--- src/rtl/lstm_fx_pkg.sv ---
// Fixed-point format shared by the LSTM activation and gradient units.
// Q3.6 operands, with stage bundles for the tanh gradient pipe.
package lstm_fx_pkg;

  localparam int BIT_SIZE  = 10;
  localparam int FRAC_BITS = 6;
  localparam int ONE       = 1 << FRAC_BITS;
  localparam int HALF_LSB  = 1 << (FRAC_BITS - 1);
  localparam int SAT_MAX   = (1 << (BIT_SIZE - 1)) - 1;
  localparam int SAT_MIN   = -(1 << (BIT_SIZE - 1));

  typedef logic signed [BIT_SIZE-1:0]   fx_t;
  typedef logic signed [2*BIT_SIZE-1:0] fx2_t;

  typedef struct packed {
    fx2_t sq;
    fx_t  dy;
  } s1_t;

  typedef struct packed {
    fx_t d;
    fx_t dy;
  } s2_t;

endpackage

--- src/rtl/tanh_grad_if.sv ---
// Operand/result stream bundle for the tanh gradient unit.
// Master is the gradient source and result sink; slave is the unit.
interface tanh_grad_if;
  import lstm_fx_pkg::*;

  logic in_valid;
  logic in_ready;
  fx_t  y_in;
  fx_t  dy_in;
  logic out_valid;
  logic out_ready;
  fx_t  dx_out;

  modport master (
    output in_valid, y_in, dy_in, out_ready,
    input  in_ready, out_valid, dx_out
  );

  modport slave (
    input  in_valid, y_in, dy_in, out_ready,
    output in_ready, out_valid, dx_out
  );

endinterface

--- src/rtl/fx_mul_rnd.sv ---
// Signed fixed-point multiply with round-half-up and saturation.
// Shared by the gradient units of the LSTM datapath.
module fx_mul_rnd
  import lstm_fx_pkg::*;
(
  input  fx_t a,
  input  fx_t b,
  output fx_t r
);

  localparam int PW = 2 * BIT_SIZE + 1;

  logic signed [PW-1:0] p;
  logic signed [PW-1:0] pr;
  logic signed [PW-1:0] sh;

  assign p  = PW'(a) * PW'(b);
  assign pr = p + PW'(HALF_LSB);
  assign sh = pr >>> FRAC_BITS;

  always_comb begin
    r = sh[BIT_SIZE-1:0];
    if (sh > PW'(SAT_MAX)) begin
      r = fx_t'(SAT_MAX);
    end else if (sh < PW'(SAT_MIN)) begin
      r = fx_t'(SAT_MIN);
    end
  end

endmodule

--- src/rtl/tanh_grad.sv ---
// Backward tanh: dx = dy * (1 - y^2), three-stage pipe.
// A single enable stalls every stage together when the output is blocked.
module tanh_grad
  import lstm_fx_pkg::*;
(
  input logic        clk,
  input logic        rst_n,
  tanh_grad_if.slave bus
);

  logic en;
  logic v1, v2, v3;
  s1_t  s1_q;
  s2_t  s2_q;
  fx_t  dx_q;
  fx2_t sqs;
  fx2_t diff;
  fx_t  d_c;
  fx_t  r_c;

  assign en           = !v3 || bus.out_ready;
  assign bus.in_ready = en;
  assign bus.out_valid = v3;
  assign bus.dx_out   = dx_q;

  // |y| >= 1.0 drives 1 - y^2 negative; the slope is zero there
  always_comb begin
    sqs  = s1_q.sq >>> FRAC_BITS;
    diff = fx2_t'(ONE) - sqs;
    d_c  = diff[BIT_SIZE-1:0];
    if (diff[2*BIT_SIZE-1]) begin
      d_c = '0;
    end
  end

  fx_mul_rnd u_mul (
    .a (s2_q.dy),
    .b (s2_q.d),
    .r (r_c)
  );

  always_ff @(posedge clk or negedge rst_n) begin
    if (!rst_n) begin
      v1   <= 1'b0;
      v2   <= 1'b0;
      v3   <= 1'b0;
      s1_q <= '0;
      s2_q <= '0;
      dx_q <= '0;
    end else if (en) begin
      v1 <= bus.in_valid;
      v2 <= v1;
      v3 <= v2;
      if (bus.in_valid) begin
        s1_q.sq <= fx2_t'(bus.y_in) * fx2_t'(bus.y_in);
        s1_q.dy <= bus.dy_in;
      end
      if (v1) begin
        s2_q.d  <= d_c;
        s2_q.dy <= s1_q.dy;
      end
      if (v2) begin
        dx_q <= r_c;
      end
    end
  end

endmodule

--- src/flat_wrapper.sv ---
// flat-port wrapper written by rule: the top's interface ports become plain ports
module tanh_grad_flat import lstm_fx_pkg::*;
  (clk, rst_n, bus_in_valid, bus_y_in, bus_dy_in, bus_out_ready, bus_in_ready, bus_out_valid, bus_dx_out);
  tanh_grad_if bus_i ();
  input logic clk;
  input logic rst_n;
  input wire logic [$bits(bus_i.in_valid)-1:0] bus_in_valid;
  input wire logic [$bits(bus_i.y_in)-1:0] bus_y_in;
  input wire logic [$bits(bus_i.dy_in)-1:0] bus_dy_in;
  input wire logic [$bits(bus_i.out_ready)-1:0] bus_out_ready;
  output wire logic [$bits(bus_i.in_ready)-1:0] bus_in_ready;
  output wire logic [$bits(bus_i.out_valid)-1:0] bus_out_valid;
  output wire logic [$bits(bus_i.dx_out)-1:0] bus_dx_out;
  assign bus_i.in_valid = bus_in_valid;
  assign bus_i.y_in = bus_y_in;
  assign bus_i.dy_in = bus_dy_in;
  assign bus_i.out_ready = bus_out_ready;
  assign bus_in_ready = bus_i.in_ready;
  assign bus_out_valid = bus_i.out_valid;
  assign bus_dx_out = bus_i.dx_out;
  tanh_grad u_core (.clk(clk), .rst_n(rst_n), .bus(bus_i));
endmodule
--- config.mk ---
export PLATFORM = sky130hd
export DESIGN_NAME = tanh_grad_flat
export DESIGN_NICKNAME = d
export VERILOG_FILES = /design/src/rtl/lstm_fx_pkg.sv /design/src/rtl/tanh_grad_if.sv /design/src/rtl/fx_mul_rnd.sv /design/src/rtl/tanh_grad.sv /design/src/flat_wrapper.sv
export SDC_FILE = /design/constraint.sdc
export NUM_CORES = 1
export LEC_CHECK = 0
export BUFFER_PORTS_ARGS = -buffer_cell sky130_fd_sc_hd__buf_2
export CORE_UTILIZATION = 30
export DETAILED_ROUTE_END_ITERATION = 8
export GPL_TIMING_DRIVEN = 0
export MAX_ROUTING_LAYER = met4
export PLACE_DENSITY = 0.47
export SLEW_MARGIN = 10
export SYNTH_ARGS = -nofsm -noshare
export SYNTH_HDL_FRONTEND = slang
export SYNTH_SLANG_ARGS = --single-unit
--- constraint.sdc ---
create_clock -name clk -period 10.3 [get_ports clk]
set_clock_uncertainty 0.1 [all_clocks]
set_input_delay 1.03 -clock clk [delete_from_list [all_inputs] [get_ports clk]]
set_output_delay 1.03 -clock clk [all_outputs]
set_load 0.02 [all_outputs]
==> results.cfg, run 1 <==
[floorplan]
core_area_mm2 = 0.0325
initial_core_util_pct = 30.5
chipWidth_um = 184
die_h_um = 184
dieArea_mm2 = 0.0338
ios = 36
rows = 66

[route]
drc = 0
wl_um = 20000
via_per_inst = 4.32
ant_nets = 0
vias = 6718
drt-initial-drc-count = 124
wl_per_cell_um = 12.8
drt_first_pass_iters = 5

[setup_path]
reg2reg_from = u_core.s2_q[11]
cp_max_fo = 10
cp-start-kind = flip-flop
slowest_stage = fa_1
crit_type = flip-flop to flip-flop
r2r_setup_slack_ns = 3.27
reg2regPathDepth = 21
path_cells = clkbuf_1 > nand2_1 > fa_1 > inv_1 > fa_1 > inv_1 > fa_1 > inv_1 > fa_1 > inv_1 > fa_1 > inv_1 > ha_1 > clkbuf_1 > a21o_1 > a21oi_1 > or3b_2 > a211oi_1 > nor3_1 > a41oi_2 > o22ai_1
critical_path.endpoint = u_core.bus.dx_out[8]
required_ns = 10.40
cp_slowest_stage_delay_ns = 0.66
critical_path.endpoint_type = flip-flop
rr_endpoint = u_core.bus.dx_out[8]
critPathLaunch = u_core.s2_q[11]
arrival_ns = 7.13

[clocking]
clk_path_buf_depth = 2
cts_tree = done
clk_latency_ns = 0.33
numCtsBuffers = 9
cts_sinks = 57
cts_root_buffer = clkbuf_16
htree_levels = 3
cts_setup_buffers = 0
cts_resized = 0
clk_pin_slew_worst_paths_ns = 0.06
ctsHoldBuffers = 0

[grt]
grt_pass1_vias = 7140
antenna_found_initial = 0
gr-total-overflow = 0
grt_pass1_wl_um = 34700
globalRouteTotalUtil_pct = 13.2
grt_max_degree = 58

[sta]
finalHoldViolCount = 0
drv_slew = 0
worst_pin_slew_ns = 0.761
fin_crit_ns = 7.03
finalSetupViolCount = 0
tns_ns = 0
rsz0062_at_grt = no
finalCritPeriodShare_pct = 68.3
fmax_ghz = 0.142
slew_headroom_pct = 49.3

[synth]
yosysTopAreaCell = fa_1
ys_types = 49
synth-async-reset-ratio_pct = 100
synthTopCellsByArea = fa_1, dfrtp_1, ha_1
avgSynthCellArea_um2 = 9.33
yosys_register_bits = 57
netlist_top_cells_count = inv_1, fa_1, nand2_1, ha_1, and2_1
ys_seq_area_share_pct = 14.4
synthCells = 1063
yosys_warnings = 0
synth-main-ff-cell = dfrtp_1
yosysMostFrequentCell = inv_1
synth_edf_count = 0
synth_area_mm2 = 0.00992
syn_nets = 1356
synth_top_area_share_pct = 35.5

[placed_design]
dp_hpwl_um = 17000
io_buffers = 34
gp_congestion = 0.804

[run_status]
status = completed

[job]
cap_violations = 0

[cells_and_area]
syn_to_final_growth_pct = 10.6
finalNetCount = 1401
antennaDiodeCount = 0
drive_gt1_share_pct = 7.19

[min_path]
hold_class = flip-flop to flip-flop
metrics by stage:
stage	std cells	worst slack (ns)	utilization (%)	hold WS, ns	cell area [um^2]
after floorplan	1063	4.14	-	0.351	9920
after global placement	1539	3.29	32.7	0.361	10600
after detailed placement	1539	3.25	32.7	0.372	10600
after CTS	1554	3.23	33.7	0.386	11000
after global routing	1554	2.78	33.7	0.399	11000
final	1554	3.27	33.7	0.380	11000
layout by cell type (no fill, tap or decap), types with 6 or more instances in the layout:
master / netlist / final
clkbuf_1: 36 / 36
and3_1: 9 / 9
ha_1: 93 / 93
o21ai_0: 28 / 28
and2_1: 64 / 64
nand3_1: 10 / 10
dfrtp_1: 57 / 57
nand2_1: 104 / 104
nand2b_1: 6 / 6
nor2b_1: 7 / 7
inv_1: 247 / 247
a21o_1: 6 / 6
xnor2_1: 27 / 27
xor2_1: 15 / 15
mux2_2: 22 / 22
a21oi_1: 20 / 20
fa_1: 176 / 176
buf_2: 0 / 33
nor3_1: 13 / 13
nor2_1: 47 / 47
or3_1: 7 / 7
o22ai_1: 10 / 10
a22o_1: 10 / 10
clkbuf_16: 0 / 9
how the worst min path moves through the flow:
stage / startpoint / to / slack, ns / cells past startpoint
floorplan: u_core.v2 / u_core.bus.out_valid / 0.35 / 2
global placement: u_core.bus.dx_out[9] / u_core.bus.dx_out[9] / 0.36 / 2
detailed placement: u_core.bus.dx_out[9] / u_core.bus.dx_out[9] / 0.37 / 2
CTS: u_core.s1_q[26] / u_core.s1_q[26] / 0.39 / 2
global route: u_core.bus.dx_out[9] / u_core.bus.dx_out[9] / 0.40 / 2
finish: u_core.bus.dx_out[9] / u_core.bus.dx_out[9] / 0.38 / 2
cell families after synthesis:
family,Yosys count,synth area share (%)
AO/OA/AOI/OAI,109,7.70
buffers and inverters,285,10.8
adder cells (fa/ha/maj),269,47.3
XOR/XNOR,42,3.71
AND/OR/NAND/NOR,277,13.5
flip-flops,57,14.4
multiplexers,24,2.70
flip-flops by register name, summed over array words and instances (netlist names):
signal                flops
u_core.s1_q              24
u_core.s2_q              20
u_core.bus.dx_out        10
u_core.bus.out_valid      1
u_core.v1                 1
u_core.v2                 1
routing by layer:
metal  track usage (%)  wire length, um  vias to the layer above
li1                  -                -                     3361
met1              17.3             9870                     3288
met2              22.0             9600                       54
met3              1.43              284                       15
met4              2.97              208                        0
met5                 -                0                        -
cell type report:
| cell class | count | area, um^2 |
|---|---|---|
| multi-input cells | 721 | 7420 |
| clock inverters | 4 | 76.3 |
| repair buffers | 34 | 173 |
| inverters | 248 | 931 |
| well taps | 442 | 553 |
| clock buffers | 11 | 253 |
| plain buffers | 37 | 139 |
| fillers | 3507 | 21600 |
| flip-flops and latches | 57 | 1430 |
worst max-delay path, delay by kind of cell, from the launching register on:
kind                       cells  cell delay (ns)
buffers and inverters          7             1.07
DFF                            1             0.38
and+or+nand+nor                3             0.83
adders and majority gates      6             3.05
AOI/OAI and AO/OA              5             1.45
Power of run 1 is not shown: default switching activity piles up to over one toggle a cycle in this logic, so the estimate is an artifact.
==> run 2, diff against run 1 <==
Settings changed: ABC_AREA set to 1, PLACE_DENSITY 0.47 to 0.48.
Clock period 10.3 ns to 6.4 ns, I/O delays scaled along.
==> results.cfg, run 2 <==
[run_status]
status = completed

[setup_path]
required_ns = 6.49
arrival_ns = 6.00
cp-start-kind = flip-flop
cp_max_fo = 10
crit_type = flip-flop to flip-flop
critical_path.endpoint_type = flip-flop

[route]
wl_per_cell_um = 12.2
drc = 0
drt_first_pass_iters = 4
drt-initial-drc-count = 248
wl_um = 21700
ant_nets = 0
via_per_inst = 4.30
vias = 7668

[synth]
yosysTopAreaCell = fa_1
synth-simple-area-share_pct = 17.9
yosys_register_bits = 57
netlist_top_cells_count = inv_1, nand2_1, fa_1, ha_1, dfrtp_1
synth_mux_area_share_pct = 0
synth-adder-area-share_pct = 45.4
synth-main-ff-cell = dfrtp_1
syn_nets = 1584
synthCells = 1291
synth-async-reset-ratio_pct = 100
ys_seq_area_share_pct = 13.8
synth_compound_area_share_pct = 5.23
avgSynthCellArea_um2 = 8.00
synth_xor_area_share_pct = 3.22
synthTopCellsByArea = fa_1, dfrtp_1, inv_1
synth_top_area_share_pct = 34.1
synth_edf_count = 0
ys_types = 40
synth_top_family_by_area = adder cells
yosysMostFrequentCell = inv_1
synth_area_mm2 = 0.0103
yosys_warnings = 0

[floorplan]
chipWidth_um = 188
dieArea_mm2 = 0.0352
die_h_um = 188
core_area_mm2 = 0.0337
initial_core_util_pct = 30.7
ios = 36
rows = 67

[cells_and_area]
syn_to_final_growth_pct = 10.1
seqCellArea_mm2 = 0.00143
final_common_cell = inv_1
drive_gt1_share_pct = 6.82
nFillCells = 3652
multi_input_area_mm2 = 0.00741
final_cell_mix = inv_1, nand2_1, fa_1, ha_1, nor2_1
top_register = u_core.s1_q
antennaDiodeCount = 0
finalNetCount = 1622
largest_reg_flops = 24

[grt]
gr-usage-met2_pct = 24.5
grtUsageMet1_pct = 17.4
grt_pass1_wl_um = 39700
top_usage_layer = met2
antenna_found_initial = 0
gr-total-overflow = 0
grt_pass1_vias = 8541
grt_max_degree = 58
globalRouteTotalUtil_pct = 13.9
use_met3_pct = 0.955

[clocking]
clk_path_buf_depth = 2
cts_sinks = 57
clk_pin_slew_worst_paths_ns = 0.05
cts_root_buffer = clkbuf_16
clk_latency_ns = 0.33
htree_levels = 3
cts_setup_buffers = 0
ctsHoldBuffers = 0
cts_tree = done
numCtsBuffers = 9

[sta]
fmax_ghz = 0.169
tns_ns = 0
fin_hold_ws_ns = 0.264
slew_headroom_pct = 48.5
finalCritPeriodShare_pct = 92.3
finalHoldViolCount = 0
fin_crit_ns = 5.91
finalSetupViolCount = 0
worst_pin_slew_ns = 0.773
drv_slew = 0
rsz0062_at_grt = no

[placed_design]
dp_hpwl_um = 18600
io_buffers = 32
gp_congestion = 0.823

[job]
cap_violations = 0

[min_path]
hold_class = input port to async pin
-- run 2: cell types whose count changed after synthesis, sizes merged, moves of 22 or more --
cell | before | now
and2 | 64 | 0
nand3 | 10 | 35
mux2 | 22 | 0
nand2 | 104 | 327
inv | 248 | 352
a21oi | 20 | 42
-- run 2: worst paths after layout --
| check | startpoint | to | slack [ns] | depth (start not counted) |
|---|---|---|---|---|
| min in group clk | u_core.s2_q[3] | u_core.s2_q[3] | 0.37 | 2 |
| worst max register to register | u_core.s2_q[4] | u_core.bus.dx_out[6] | 0.49 | 23 |
| worst min register to register | u_core.s2_q[3] | u_core.s2_q[3] | 0.37 | 2 |
| max in group asynchronous | rst_n | u_core.s2_q[9] | 5.35 | 1 |
| worst min-delay path | rst_n | u_core.bus.dx_out[2] | 0.26 | 1 |
| worst max-delay path | u_core.s2_q[4] | u_core.bus.dx_out[6] | 0.49 | 23 |
-- run 2: timing repair --
action | CTS | global route
resized for setup | 0 | 6
endpoints found under the hold margin | 0 | 0
endpoints found under the setup margin | 0 | 9
-- run 2: stage by stage --
| stage | setup WS, ns | instance area, um^2 | instances | utilization [%] |
|---|---|---|---|---|
| after floorplan | 0.920 | 10300 | 1291 | - |
| after global placement | 0.135 | 11100 | 1771 | 32.8 |
| after detailed placement | 0.113 | 11100 | 1771 | 32.8 |
| after CTS | 0.0715 | 11400 | 1787 | 33.8 |
| after global routing | 0.0309 | 11400 | 1782 | 33.7 |
| final | 0.494 | 11400 | 1782 | 33.7 |
-- run 2: final cells by class --
| cell class | count | share of cell area [%] |
|---|---|---|
| repair buffers | 32 | 1.43 |
| plain buffers | 32 | 1.31 |
| clock buffers | 10 | 2.10 |
| well taps | 448 | 4.93 |
| multi-input cells | 844 | 65.2 |
| inverters | 353 | 11.7 |
| flip-flops and latches | 57 | 12.6 |
| clock inverters | 6 | 0.792 |
-- run 2: logic make-up (layout without fill, tap and decap cells) --
| logic type | count (synthesis) | in the layout |
|---|---|---|
| xor gates and xnor gates | 38 | 38 |
| buffers and inverters | 390 | 433 |
| and+or+nand+nor | 441 | 441 |
| AOI/OAI and AO/OA | 96 | 96 |
| DFF | 57 | 57 |
| adders and majority gates | 269 | 269 |
-- run 2: worst max-delay path, cell delays in order (launching register included) --
cell and delay (ns):
dfrtp_1 0.34, clkbuf_1 0.48, nand2_1 0.17, fa_1 0.56
inv_1 0.05, fa_1 0.48, fa_1 0.53, fa_1 0.55
inv_1 0.05, fa_1 0.53, inv_1 0.04, ha_1 0.35
nand2_1 0.17, inv_1 0.07, nand2_1 0.06, nand2_1 0.07
a21oi_1 0.30, nand2_2 0.13, nand2_1 0.07, nand3_1 0.07
nor2_1 0.11, nand3_2 0.10, a21oi_4 0.27, a21oi_1 0.11
-- run 2: per-layer routing --
layer | share of wire [%] | up-vias
li1 | - | 3849
met1 | 47 | 3714
met2 | 50 | 84
met3 | 1.9 | 21
met4 | 1.4 | 0
met5 | 0 | -
Power of run 2 is left out for the same reason.
